==> config.mk <==
export PLATFORM = sky130hd
export DESIGN_NAME = if_fetch_unit
export DESIGN_NICKNAME = d
export VERILOG_FILES = /design/src/rtl/if_fetch_unit.sv
export SDC_FILE = /design/constraint.sdc
export NUM_CORES = 1
export LEC_CHECK = 0
export CAP_MARGIN = 20
export CORE_AREA = 4 4 138 140
export CTS_BUF_LIST = sky130_fd_sc_hd__clkbuf_2
export CTS_CLUSTER_SIZE = 30
export DETAILED_ROUTE_END_ITERATION = 12
export DIE_AREA = 0 0 142 144
export GPL_TIMING_DRIVEN = 0
export HOLD_SLACK_MARGIN = 0.1
export PLACE_DENSITY = 0.89
export SYNTH_ARGS = -nofsm -noshare
export SYNTH_HDL_FRONTEND = slang
export SYNTH_SLANG_ARGS = --single-unit
export TNS_END_PERCENT = 1
==> constraint.sdc <==
create_clock -name clk -period 12.9 [get_ports clk]
set_clock_uncertainty 0.1 [all_clocks]
set_input_delay 3.87 -clock clk [delete_from_list [all_inputs] [get_ports clk]]
set_output_delay 3.87 -clock clk [all_outputs]
set_load 0.05 [all_outputs]
==> src/rtl/if_fetch_unit.sv <==
// Fetch stage: owns the fetch PC, issues synchronous instruction-memory reads and
// buffers returning words in a small skid queue ahead of the IF/ID register.
module if_fetch_unit #(
    parameter int                size      = 32,
    parameter int                PC_size   = 10,
    parameter logic [size-1:0]   RESET_PC  = '0,
    parameter int                BUF_DEPTH = 2
) (
    input  logic               clk,
    input  logic               reset,
    input  logic               IF_ID_reg_write_en,
    input  logic               redirect_EX,
    input  logic [size-1:0]    redirect_target_EX,
    input  logic               pred_taken_IF,
    input  logic [size-1:0]    pred_target_IF,
    output logic               imem_req,
    output logic [PC_size-1:0] imem_addr,
    input  logic [size-1:0]    imem_rdata,
    output logic               fetch_valid_IF,
    output logic [size-1:0]    PC_out_IF,
    output logic [size-1:0]    instruction_out_IF
);

    localparam int                PTR_W   = (BUF_DEPTH > 1) ? $clog2(BUF_DEPTH) : 1;
    localparam int                CNT_W   = $clog2(BUF_DEPTH + 1);
    localparam logic [CNT_W:0]    DEPTH_V = (CNT_W + 1)'(BUF_DEPTH);
    localparam logic [size-1:0]   NOP     = 32'h0000_0013;

    logic [size-1:0]  pc_f;
    logic [size-1:0]  q_pc    [BUF_DEPTH];
    logic [size-1:0]  q_instr [BUF_DEPTH];
    logic [PTR_W-1:0] rd_ptr, wr_ptr;
    logic [CNT_W-1:0] count;
    logic             inflight;
    logic [size-1:0]  inflight_pc;

    logic             head_q, bypass, has_head, pop, pop_q, pred_flush;
    logic             resp_write, seq_issue;
    logic [size-1:0]  head_pc, head_instr, req_pc;
    logic [CNT_W:0]   occupancy;

    // Head comes from the queue when it holds anything, otherwise straight off the memory bus.
    always_comb begin
        head_q     = (count != '0);
        bypass     = (count == '0) && inflight;
        has_head   = head_q || bypass;
        head_pc    = head_q ? q_pc[rd_ptr]    : inflight_pc;
        head_instr = head_q ? q_instr[rd_ptr] : imem_rdata;

        fetch_valid_IF     = !reset && has_head && !redirect_EX;
        PC_out_IF          = fetch_valid_IF ? head_pc    : '0;
        instruction_out_IF = fetch_valid_IF ? head_instr : NOP;

        pop        = fetch_valid_IF && IF_ID_reg_write_en;
        pop_q      = pop && head_q;
        pred_flush = pop && pred_taken_IF;
        resp_write = inflight && !(bypass && pop);

        // Slots that will be committed after this edge, counting the word still on the bus.
        occupancy  = (CNT_W + 1)'(count) + (CNT_W + 1)'(inflight) - (CNT_W + 1)'(pop);
        seq_issue  = occupancy < DEPTH_V;

        if (redirect_EX)
            req_pc = {redirect_target_EX[size-1:2], 2'b00};
        else if (pred_flush)
            req_pc = {pred_target_IF[size-1:2], 2'b00};
        else
            req_pc = pc_f;

        imem_req  = !reset && (redirect_EX || pred_flush || seq_issue);
        imem_addr = req_pc[PC_size+1:2];
    end

    always_ff @(posedge clk or posedge reset) begin
        if (reset) begin
            pc_f        <= RESET_PC;
            rd_ptr      <= '0;
            wr_ptr      <= '0;
            count       <= '0;
            inflight    <= 1'b0;
            inflight_pc <= '0;
        end else if (redirect_EX || pred_flush) begin
            // Everything younger than the consumed head (if any) is dropped.
            rd_ptr      <= '0;
            wr_ptr      <= '0;
            count       <= '0;
            inflight    <= 1'b1;
            inflight_pc <= req_pc;
            pc_f        <= req_pc + size'(4);
        end else begin
            if (resp_write)
                wr_ptr <= wr_ptr + PTR_W'(1);
            if (pop_q)
                rd_ptr <= rd_ptr + PTR_W'(1);
            count    <= count + CNT_W'(resp_write) - CNT_W'(pop_q);
            inflight <= seq_issue;
            if (seq_issue) begin
                inflight_pc <= pc_f;
                pc_f        <= pc_f + size'(4);
            end
        end
    end

    // Queue storage needs no reset; count and pointers qualify every read.
    always_ff @(posedge clk) begin
        if (!reset && !redirect_EX && !pred_flush && resp_write) begin
            q_pc[wr_ptr]    <= inflight_pc;
            q_instr[wr_ptr] <= imem_rdata;
        end
    end

endmodule
Yosys cells after proc, flatten, opt, wreduce, memory -nomap -nowiden --
Memory sizes are Yosys's and may differ from the RTL's. Cells that the tools add are included. W data, S select, Z words.
Storage, ports and cells: bits in read-only memories 0, logic and storage cells 59, latch bits 0, output and inout port bits 76, RAM bits 128, register bits after elaboration 69, memories 2
Operators by class: divide/modulo/power cells 0, add/sub/neg operators 8, order comparisons 1, bitwise logic cells 0, shift operators 0, reductions and logical operators 24, multiplexer cells 18, equality and inequality tests 0, $mul 0
Memory list:
- q_instr | depth 2, bits a word 32, read ports 1, clocked after memory_dff 0, wr ports 1, line 31 | logic [size-1:0] q_instr [BUF_DEPTH];
- q_pc | depth 2, bits a word 32, read ports 1, clocked after memory_dff 0, wr ports 1, line 30 | logic [size-1:0] q_pc [BUF_DEPTH];
Operators by type and width (number):
- $mux W32 | 10
- $add A32 B3 Y32 const B | 2
- $logic_and A1 B1 Y1 | 12
- $reduce_bool A2 Y1 | 4
- $mux W1 | 7
- $logic_not A1 Y1 | 4
- $add A2 B1 Y3 | 1
- $logic_or A1 B1 Y1 | 3
- $lt A3 B2 Y1 const B | 1
- $sub A3 B1 Y3 | 1
- $add A1 B1 Y1 const B | 2
- $add A2 B1 Y2 | 1
- $logic_not A2 Y1 | 1
- $mux W2 | 1
- $sub A2 B1 Y2 | 1

Longest topological paths before layout --
Gate-level depths: netlist (run 1).
depth after elaboration 12, gate-level depth with buffers 16, mapped depth without buffers 13

Worst setup path after synthesis (run 1) --
Ideal clock, no wire load.
path type input-to-reg, from in reset, to mem q_instr[0][0] (enable), arrival time 12.069 ns, path slack 0.087 ns, library setup time 0.645 ns, data required time 12.155 ns, path buffers 0, stages on the path 6, cells stage by stage inv_1 > nand3_1 > inv_1 > nand2_1 > o21ai_0 > nor4_1
Between the ends: cells in the longest elaborated chain, start to end 10, elaborated cells between the ends (all ways) 14, classes of those cells mux: 2; reduce/logical: 12
RTL lines:
- start: declaration | line 10 | input logic reset,
- $logic_not A1 Y1 * | line 50 | fetch_valid_IF = !reset && has_head && !redirect_EX;
- $logic_and A1 B1 Y1 * (2 in series) | line 50
- named net fetch_valid_IF | line 19 | output logic fetch_valid_IF,
- $logic_and A1 B1 Y1 * | line 54 | pop = fetch_valid_IF && IF_ID_reg_write_en;
- $logic_and A1 B1 Y1, on equally long branches | line 56, 57
- $logic_not A1 Y1, on equally long branches | line 106, 57
- $logic_and A1 B1 Y1, on equally long branches | line 106, 57
- $logic_and A1 B1 Y1 * | line 106 | if (!reset && !redirect_EX && !pred_flush && resp_write) begin
- $mux W1 * | line 106
- $mux W1 (implied by the code) * | line 108 | q_instr[wr_ptr] <= imem_rdata;
- end: declaration | line 31
The timed path passes the listed nets; every way through them passes the cells marked *.

Worst setup path in the final report (run 1) --
from in reset, to out imem_req
Between the ends: cells in the longest elaborated chain, start to end 8, elaborated cells between the ends (all ways) 10, classes of those cells add/sub: 1; order compare: 1; reduce/logical: 8
RTL lines:
- $logic_not A1 Y1 * | line 50, 70
- $logic_and A1 B1 Y1 (2 in series) | line 50
- $logic_and A1 B1 Y1 | line 54
- $sub A3 B1 Y3 / $logic_and A1 B1 Y1 (equally long branches) | line 60, 56
- $lt A3 B2 Y1 / $logic_or A1 B1 Y1 (equally long branches) | line 61, 70
- $logic_or A1 B1 Y1 | line 70 | imem_req = !reset && (redirect_EX || pred_flush || seq_issue);
- $logic_and A1 B1 Y1 * | line 70
- end: declaration | line 16 | output logic imem_req,
Mark *: on every way between the ends. The rest lies on a longest branch, timed or not.

==> results.ini, run 1 <==
[die]
start_util_pct = 53.1
fp.dieH_um = 144
die_area_um2 = 20400
core_area_um2 = 17800
rows = 49
die_w_um = 142
io_pins = 177

[synth]
yosysSeqAreaShare_pct = 58.8
synthFlopType = edfxtp_1
ys_warn_count = 0
synth_fp_nets = 906
ys_top_cells_by_area = edfxtp_1 (41%), dfrtp_1 (18%), mux2i_1 (7.0%), a211oi_1 (4.9%), nor2_1 (4.2%)
synth_area_um2 = 9470
syn_area_per_cell_um2 = 11.8
post-synth-top-count-cell = edfxtp_1
yosysTopAreaCell = edfxtp_1
synth_top_area_share_pct = 40.6
synthCells = 801
ys_async_sr_fraction_pct = 35.0
synth_seq_cells = 197
synth_commonest_cells = edfxtp_1 (128), nor2_1 (105), nand2_1 (76), dfrtp_1 (69), mux2i_1 (66)
synth_cell_types = 70
synth_edf_count = 128

[clock_tree]
cts_setup_buffers = 0
holdBufCountCts = 0
cts.clk_slew.worst_paths_ps = 310
cts_buffers = 17
clock_path_buffers = 2
clock_sinks = 197
cts_tree = built
clk-insertion-delay-late_ps = 760
root_buffer = clkbuf_2
htreeDepth = 4

[setup_path]
cp_data_required_time_ps = 8930
startpoint_type = input port
endpoint_kind = primary output
arrival_ps = 8380
slowest_stage = clkdlybuf4s50_1
worstPathMaxFanout = 70
crit_family = buffers and inverters
crit_chain = clkdlybuf4s50_1 > bufinv_8 > nand3_2 > inv_1 > nand2_1 > nor2_1 > o21ai_0 > fa_1 > xnor2_1 > a21oi_1 > buf_2 > nor2_1 > clkdlybuf4s50_1
rrSetupSlack_ps = 8580
crit_type = in2out
critPathBufInv = 5
slowest_delay_ps = 710

[drt]
drt_iter0_markers = 549
drt-total-wl_um = 23900
drc = 0
post_drt_via_cell_ratio = 5.80
first_pass_iters = 6
vias = 7249
wl_per_cell_um = 19.1
drtAntennaViolNets = 0

[sta]
fin_ws_ps = 555
finalSetupViolCount = 0
worstMarginPinSlew_ps = 805
final-hold-violation-count = 0
min_period_over_period_pct = 95.7
timing.hold.ws_ps = 437
rsz0062_at_grt = no
slew_violations = 0
max_freq_ghz = 0.0810
maxSlewHeadroom_pct = 46.3
fin_crit_ps = 12350

[job]
drv_cap = 0

[grt]
grt_max_degree = 71
grt_usage_pct = 23.3
first_global_vias = 7231
antenna_found_initial = 1
overflow = 0
grt_first_pass_wirelength_um = 37200

[layout]
layout.nets = 1112
fill_cells = 1370
fin_util_pct = 66.6
drive_gt1_share_pct = 9.61
syn_to_final_growth_pct = 25.5
finish.instance_area_um2 = 11900

[place]
dp.final_hpwl_um = 17900
gp_congestion = 0.903
place_ws_ps = -466
portBuffers = 172
dpl_cell_area_um2 = 11600

[pwr]
total_power_mw = 2.36
p_leak_nw = 4.23
peakVddDrop_mv = 0.0940
p_per_area_nw_per_um2 = 198

[hold_path]
min_path_type = reg2reg

[run_status]
status = finished clean

per-layer routing:
metal  global-route usage [%]  share of wire, %  vias to the layer above
met5                        0                 0                        -
met4                     8.84               2.1                        0
met3                     4.07               6.7                       49
met2                     38.6                48                      318
met1                     31.1                43                     3491
li1                         -                 -                     3391
worst min-delay path: stages, from the launching register on:
cell and delay, ps:
dfrtp_1 430, nand2_1 50, o31ai_1 60
cell families after synthesis:
family / after synthesis / synth area share (%)
AND/OR/NAND/NOR: 252 / 13.0
flip-flops: 197 / 58.8
AO/OA/AOI/OAI: 182 / 14.4
buffers and inverters: 76 / 3.92
multiplexers: 68 / 7.21
XOR/XNOR: 22 / 2.03
adder cells (fa/ha/maj): 4 / 0.608
power by group:
group / total [mW] / switching, mW / internal, mW
sequential: 0.970 / 0.112 / 0.858
clock: 0.312 / 0.216 / 0.0952
combinational: 1.07 / 0.722 / 0.352
final timing paths:
check / startpoint / endpoint / cells past startpoint
min in group asynchronous: reset / pc_f[6] / 2
max: reset / imem_req / 13
min: pc_f[28] / pc_f[28] / 2
max in group asynchronous: reset / inflight_pc[29] / 2
max reg2reg: count[1] / pc_f[16] / 13
min reg2reg: pc_f[28] / pc_f[28] / 2
state kept, by name, indices dropped and copies added, names as in the netlist:
| register | count |
|---|---|
| count | 2 |
| inflight | 1 |
| inflight_pc | 32 |
| pc_f | 32 |
| q_instr | 64 |
| q_pc | 64 |
| rd_ptr | 1 |
| wr_ptr | 1 |
through the flow:
step,setup TNS (ps),std cells
final,0,1250
after global routing,0,1250
after CTS,0,1249
after detailed placement,-466,1218
after global placement,-581270,1202
after floorplan,0,801
cell type report:
| cell class | count | area, µm² | area share (%) |
|---|---|---|---|
| clock buffer | 17 | 85.1 | 0.716 |
| sequential | 197 | 5570 | 46.9 |
| buffer | 62 | 319 | 2.68 |
| clock inverter | 15 | 168 | 1.41 |
| antenna | 1 | 2.50 | 0.0211 |
| inverter | 13 | 62.6 | 0.526 |
| multi-input combinational | 528 | 3550 | 29.9 |
| timing repair buffer | 188 | 1840 | 15.5 |
| tap | 229 | 287 | 2.41 |
layout by cell type (no fill, tap or decap), drive strengths merged, types with 3 or more instances in the layout:
cell type / synthesis / routed
xnor2: 13 / 13
bufinv: 0 / 3
inv: 13 / 19
edfxtp: 128 / 128
mux2i: 66 / 66
clkbuf: 35 / 51
a21o: 5 / 5
a21oi: 13 / 13
a211oi: 64 / 64
o211ai: 4 / 4
a31oi: 14 / 14
ha: 3 / 3
a22oi: 7 / 7
clkinv: 0 / 5
xor2: 9 / 9
nand2b: 9 / 9
nor3: 9 / 9
dfrtp: 69 / 69
buf: 28 / 44
o31ai: 5 / 5
nand2: 77 / 77
nand3: 10 / 10
nor4: 8 / 8
and3: 4 / 4
o22ai: 7 / 7
a32oi: 4 / 4
o21ai: 31 / 31
clkdlybuf4s50: 0 / 172
o21bai: 5 / 5
or3: 4 / 4
a221o: 4 / 4
and2: 9 / 9
nand4: 4 / 4
nor2: 106 / 106
o221ai: 8 / 8
what timing repair did:
item | 4_1_cts | 5_1_grt
gates resized for setup | 2 | 1
pin swaps | 0 | 0
hold endpoints to repair | 0 | 0
setup endpoints to repair | 1 | 1
No activity file was read; power rests on OpenSTA's default activity.
==> inputs of run 2 (changes only) <==
--- a/config.mk
+++ b/config.mk
@@ -6,11 +6,11 @@
 export NUM_CORES = 1
 export LEC_CHECK = 0
 export CAP_MARGIN = 20
-export CORE_AREA = 4 4 138 140
+export CORE_AREA = 2 2 136 138
 export CTS_BUF_LIST = sky130_fd_sc_hd__clkbuf_2
 export CTS_CLUSTER_SIZE = 30
 export DETAILED_ROUTE_END_ITERATION = 12
-export DIE_AREA = 0 0 142 144
+export DIE_AREA = 0 0 138 140
 export GPL_TIMING_DRIVEN = 0
 export HOLD_SLACK_MARGIN = 0.1
 export PLACE_DENSITY = 0.89
==> results.ini, run 2 (synthesis gave the netlist of run 1 again) <==
[run_status]
status = finished clean

[place]
dp.final_hpwl_um = 17800  ; -0.28%
gp_congestion = 0.903  ; about the same
dp_cells = 1219  ; +0.082%
portBuffers = 172  ; unchanged

[setup_path]
slowest_stage = clkdlybuf4s50_1
cp_data_required_time_ps = 8930  ; about the same
worst-r2r-cell-count = 14  ; +1
slowest_delay_ps = 730  ; +20 ps
endpoint_kind = primary output
crit_chain = clkdlybuf4s50_1 > bufinv_8 > nand3_2 > inv_1 > nand2_1 > nor2_1 > o21ai_0 > fa_1 > xnor2_1 > a21oi_1 > buf_2 > nor2_1 > clkdlybuf4s50_1
startpoint_type = input port
crit_type = in2out
arrival_ps = 8480  ; +100 ps
worstPathMaxFanout = 70  ; unchanged

[sta]
final-hold-violation-count = 0  ; unchanged
worstMarginPinSlew_ps = 821  ; +15.9 ps
fin_crit_ps = 12450  ; +109 ps
min_period_over_period_pct = 96.5  ; +0.84 points
maxSlewHeadroom_pct = 45.3  ; -1.1 points
rsz0062_at_grt = no
slew_violations = 0  ; unchanged
timing.hold.ws_ps = 431  ; -5.97 ps
finalSetupViolCount = 0  ; unchanged
tns_ps = 0  ; unchanged
max_freq_ghz = 0.0803  ; -0.87%

[grt]
met2_usage_pct = 39.8  ; +1.2 points
grt_busiest_layer = met2
grt_use_met1_pct = 33.2  ; +2.1 points
grt_first_pass_wirelength_um = 37800  ; +1.5%
grt_use_met3_pct = 5.61  ; +1.5 points
grt_max_degree = 71  ; unchanged
overflow = 0  ; unchanged
antenna_found_initial = 1  ; unchanged
grt_usage_pct = 24.7  ; +1.4 points
first_global_vias = 7166  ; -0.90%

[hold_path]
hold-path-cell-count = 1  ; -1
min_path_type = reg2reg

[pwr]
p_leak_nw = 4.22  ; -0.15%
p_per_area_nw_per_um2 = 197  ; -0.69%
total_power_mw = 2.34  ; -0.78%
peakVddDrop_mv = 0.107  ; +13%

[clock_tree]
cts_buffers = 17  ; unchanged
clock_path_buffers = 2  ; unchanged
cts_tree = built
cts_setup_buffers = 0  ; unchanged
root_buffer = clkbuf_2
htreeDepth = 4  ; unchanged
cts.clk_slew.worst_paths_ps = 260  ; -50 ps
clk-insertion-delay-late_ps = 800  ; +40 ps
clock_sinks = 197  ; unchanged

[drt]
wl_per_cell_um = 19.1  ; -0.15%
first_pass_iters = 5  ; -1
post_drt_via_cell_ratio = 5.84  ; +0.73%
drt_iter0_markers = 527  ; -4.0%
drt-total-wl_um = 23900  ; about the same
drtAntennaViolNets = 0  ; unchanged
vias = 7308  ; +0.81%
drc = 0  ; unchanged

[layout]
layout.nets = 1113  ; +0.090%
mostFrequentLayoutCells = clkdlybuf4s50_1 (172), edfxtp_1 (128), nor2_1 (105)
reg_top3 = q_instr x64, q_pc x64
instances_no_fill = 1251  ; +0.080%
syn_to_final_growth_pct = 25.3  ; about the same
layout_commonest_cell = clkdlybuf4s50_1
drive_gt1_share_pct = 9.79  ; +0.19 points

[die]
io_pins = 177  ; unchanged
start_util_pct = 53.3  ; +0.18 points
die_area_um2 = 19300  ; -5.5%
core_area_um2 = 17800  ; -0.34%
fp.dieH_um = 140  ; -2.8%
rows = 49  ; unchanged
die_w_um = 138  ; -2.8%

[job]
drv_cap = 0  ; unchanged

## run 2: changes by cell type in the layout (fill, tap and decap cells not counted), sizes merged
cell and delta:
inv -2, buf +1, bufinv -1, clkinvlp +1
clkinv +2
## run 2: timing repair
item,in CTS,in global routing
endpoints found under the setup margin,1,0
hold buffers,0,0
resized for setup,3,0
## run 2: where the power goes
group	leakage (nW)	internal [mW]	switching, mW
Combinational	2.10	0.353	0.723
Clock	0.137	0.0752	0.217
Sequential	1.99	0.858	0.111
Total	4.22	1.29	1.05
## run 2: critical path, delay by kind of cell
kind | cells | cell delay (ps)
AOI/OAI and AO/OA | 2 | 570
xor gates and xnor gates | 1 | 160
adders and majority gates | 1 | 400
buffers and inverters | 5 | 2650
and+or+nand+nor | 4 | 810
## run 2: final timing paths
path	start	to	slack [ps]
worst max-delay path	reset	imem_req	450
worst min-delay path	pc_f[1]	pc_f[1]	430
worst max register to register	count[1]	inflight_pc[10]	8450
worst min register to register	pc_f[1]	pc_f[1]	430
max in group asynchronous	reset	inflight_pc[17]	8710
min in group asynchronous	reset	pc_f[6]	3580
## run 2: final cells by class
type | instances | area (µm²)
Fill cell | 1326 | 5910
Sequential cell | 197 | 5570
Multi-Input combinational cell | 528 | 3550
Timing Repair Buffer | 189 | 1850
Buffer | 62 | 319
Tap cell | 229 | 287
Clock inverter | 15 | 146
Clock buffer | 17 | 85.1
Inverter | 13 | 62.6
Antenna cell | 1 | 2.50
## run 2: through the flow
stage | util (%) | setup WS [ps] | area [µm²]
after floorplan | - | 86.6 | 9470
after global placement | 64.6 | -4510 | 11500
after detailed placement | 65.4 | -579 | 11600
after CTS | 66.8 | 380 | 11900
after global routing | 66.8 | 110 | 11900
final | 66.8 | 446 | 11900
## run 2: routing by layer
metal  up-vias  part of all wire (%)  wire (µm)
met1      3499                    43      10200
met5         -                     0          0
met3        54                   7.6       1820
li1       3391                     -          -
met2       364                    47      11200
met4         0                   2.8        661
==> inputs of run 3 (changes only) <==
==> constraint.sdc (replaced) <==
create_clock -name clk -period 12 [get_ports clk]
set_clock_uncertainty 0.1 [all_clocks]
set_input_delay 3.6 -clock clk [delete_from_list [all_inputs] [get_ports clk]]
set_output_delay 3.6 -clock clk [all_outputs]
set_load 0.05 [all_outputs]
==> results.ini, run 3 (synthesis gave the netlist of run 1 again) <==
[pwr]
p_per_area_nw_per_um2 = 211  ; +7.4%
peakVddDrop_mv = 0.115  ; +7.5%
p_leak_nw = 4.21  ; -0.14%

[setup_path]
crit_type = in2out
startpoint_type = input port
r2r-start = count[1]
rrSetupSlack_ps = 7620  ; -830 ps
arrival_ps = 8000  ; -480 ps
worst-r2r-cell-count = 14  ; unchanged
cp_data_required_time_ps = 8300  ; -630 ps
endpoint_kind = primary output
r2r-end = inflight_pc[10]
worstPathMaxFanout = 70  ; unchanged

[hold_path]
hp-start = pc_f[1]
min_path_type = reg2reg
holdPathEnd = pc_f[1]
hold-path-cell-count = 1  ; unchanged

[layout]
fill_cells = 1326  ; unchanged
drive_gt1_share_pct = 9.79  ; unchanged
layout.nets = 1113  ; unchanged
finish.instance_area_um2 = 11900  ; about the same
layout_commonest_cell = clkdlybuf4s50_1
syn_to_final_growth_pct = 25.4  ; about the same
reg_top3 = q_instr x64, q_pc x64
mostFrequentLayoutCells = clkdlybuf4s50_1 (172), edfxtp_1 (128), nor2_1 (105)
fin_util_pct = 66.8  ; about the same

[drt]
first_pass_iters = 6  ; +1
drtAntennaViolNets = 0  ; unchanged
wl_per_cell_um = 19.1  ; -0.25%
vias = 7324  ; +0.22%
drt-total-wl_um = 23800  ; -0.25%
drt_iter0_markers = 548  ; +4.0%
drc = 0  ; unchanged
post_drt_via_cell_ratio = 5.85  ; +0.22%

[sta]
slew_violations = 0  ; unchanged
finalSetupViolCount = 0  ; unchanged
rsz0062_at_grt = no
min_period_over_period_pct = 97.5
fin_crit_ps = 11700
worstMarginPinSlew_ps = 820  ; -0.427 ps
max_freq_ghz = 0.0854
final-hold-violation-count = 0  ; unchanged
maxSlewHeadroom_pct = 45.3  ; about the same

[run_status]
status = finished clean

[clock_tree]
htreeDepth = 4  ; unchanged
cts_tree = built
holdBufCountCts = 0  ; unchanged
cts_buffers = 17  ; unchanged
clock_sinks = 197  ; unchanged
clock_path_buffers = 2  ; unchanged
clk-insertion-delay-late_ps = 790  ; about the same
root_buffer = clkbuf_2
cts.clk_slew.worst_paths_ps = 250  ; about the same

[die]
die_w_um = 138  ; unchanged
start_util_pct = 53.3  ; unchanged
fp.dieH_um = 140  ; unchanged
io_pins = 177  ; unchanged
core_area_um2 = 17800  ; unchanged
rows = 49  ; unchanged
die_area_um2 = 19300  ; unchanged

[place]
dp.final_hpwl_um = 17800  ; unchanged
dpl_cell_area_um2 = 11600  ; unchanged
portBuffers = 172  ; unchanged
gp_congestion = 0.903  ; unchanged

[grt]
overflow = 0  ; unchanged
grt_usage_pct = 24.7  ; unchanged
first_global_vias = 7166  ; unchanged
grt_max_degree = 71  ; unchanged
grt_first_pass_wirelength_um = 37800  ; unchanged
antenna_found_initial = 1  ; unchanged

[job]
drv_cap = 0  ; unchanged

[run 3: critical path, stage by stage]
cell and delay [ps]:
clkdlybuf4s50_1 630, clkinv_8 380, nand3_2 340, inv_1 320, nand2_1 130, nor2_1 200, o21ai_0 150, fa_1 400
xnor2_1 160, a21oi_1 430, clkbuf_4 420, nor2_1 90, clkdlybuf4s50_1 730
[run 3: worst max-delay path by stage]
stage	start	slack (ps)	cells after the start	to
2_1_floorplan	reset	-540	6	q_instr[0][0]
3_3_place_gp	reset	-5140	7	q_instr[0][7]
3_5_place_dp	reset	-940	14	imem_req
4_1_cts	reset	20	13	imem_req
5_1_grt	reset	20	13	imem_req
6_report	reset	300	13	imem_req
[run 3: area by class of cell]
class / count / area (µm²) / area share (%)
antenna: 1 / 2.50 / 0.0211
buffer: 62 / 322 / 2.71
clock buffer: 17 / 85.1 / 0.716
clock inverter: 15 / 146 / 1.23
inverter: 13 / 61.3 / 0.516
multi-input combinational: 528 / 3550 / 29.9
sequential: 197 / 5570 / 46.9
tap: 229 / 287 / 2.41
timing repair buffer: 189 / 1850 / 15.6
[run 3: metrics by stage]
step / hold WS (ps) / setup WS [ps] / TNS [ps] / instances / total power, mW
2_1_floorplan: 348 / -543 / -69570 / 801 / 1.81
5_1_grt: 446 / 24.8 / 0 / 1251 / 2.64
6_report: 430 / 295 / 0 / 1251 / 2.51
4_1_cts: 430 / 19.8 / 0 / 1250 / 2.51
3_5_place_dp: 375 / -939 / -939 / 1219 / 2.20
3_3_place_gp: 366 / -5140 / -688470 / 1202 / 2.16
[run 3: report_power, final]
group / internal (mW) / switching [mW]
Sequential: 0.922 / 0.120
Combinational: 0.380 / 0.777
Clock: 0.0808 / 0.232
[run 3: timing repair]
action | in CTS | in global routing
endpoints found under the setup margin | 1 | 1
gates resized for setup | 3 | 3
buffers inserted | 0 | 0
pin swaps | 0 | 0
[run 3: routing by layer]
layer | vias to the layer above | track usage (%) | routed length, µm
li1 | 3390 | - | -
met2 | 407 | 39.8 | 11200
met1 | 3470 | 33.2 | 10000
met5 | - | 0 | 0
met4 | 0 | 9.18 | 651
met3 | 57 | 5.61 | 2010
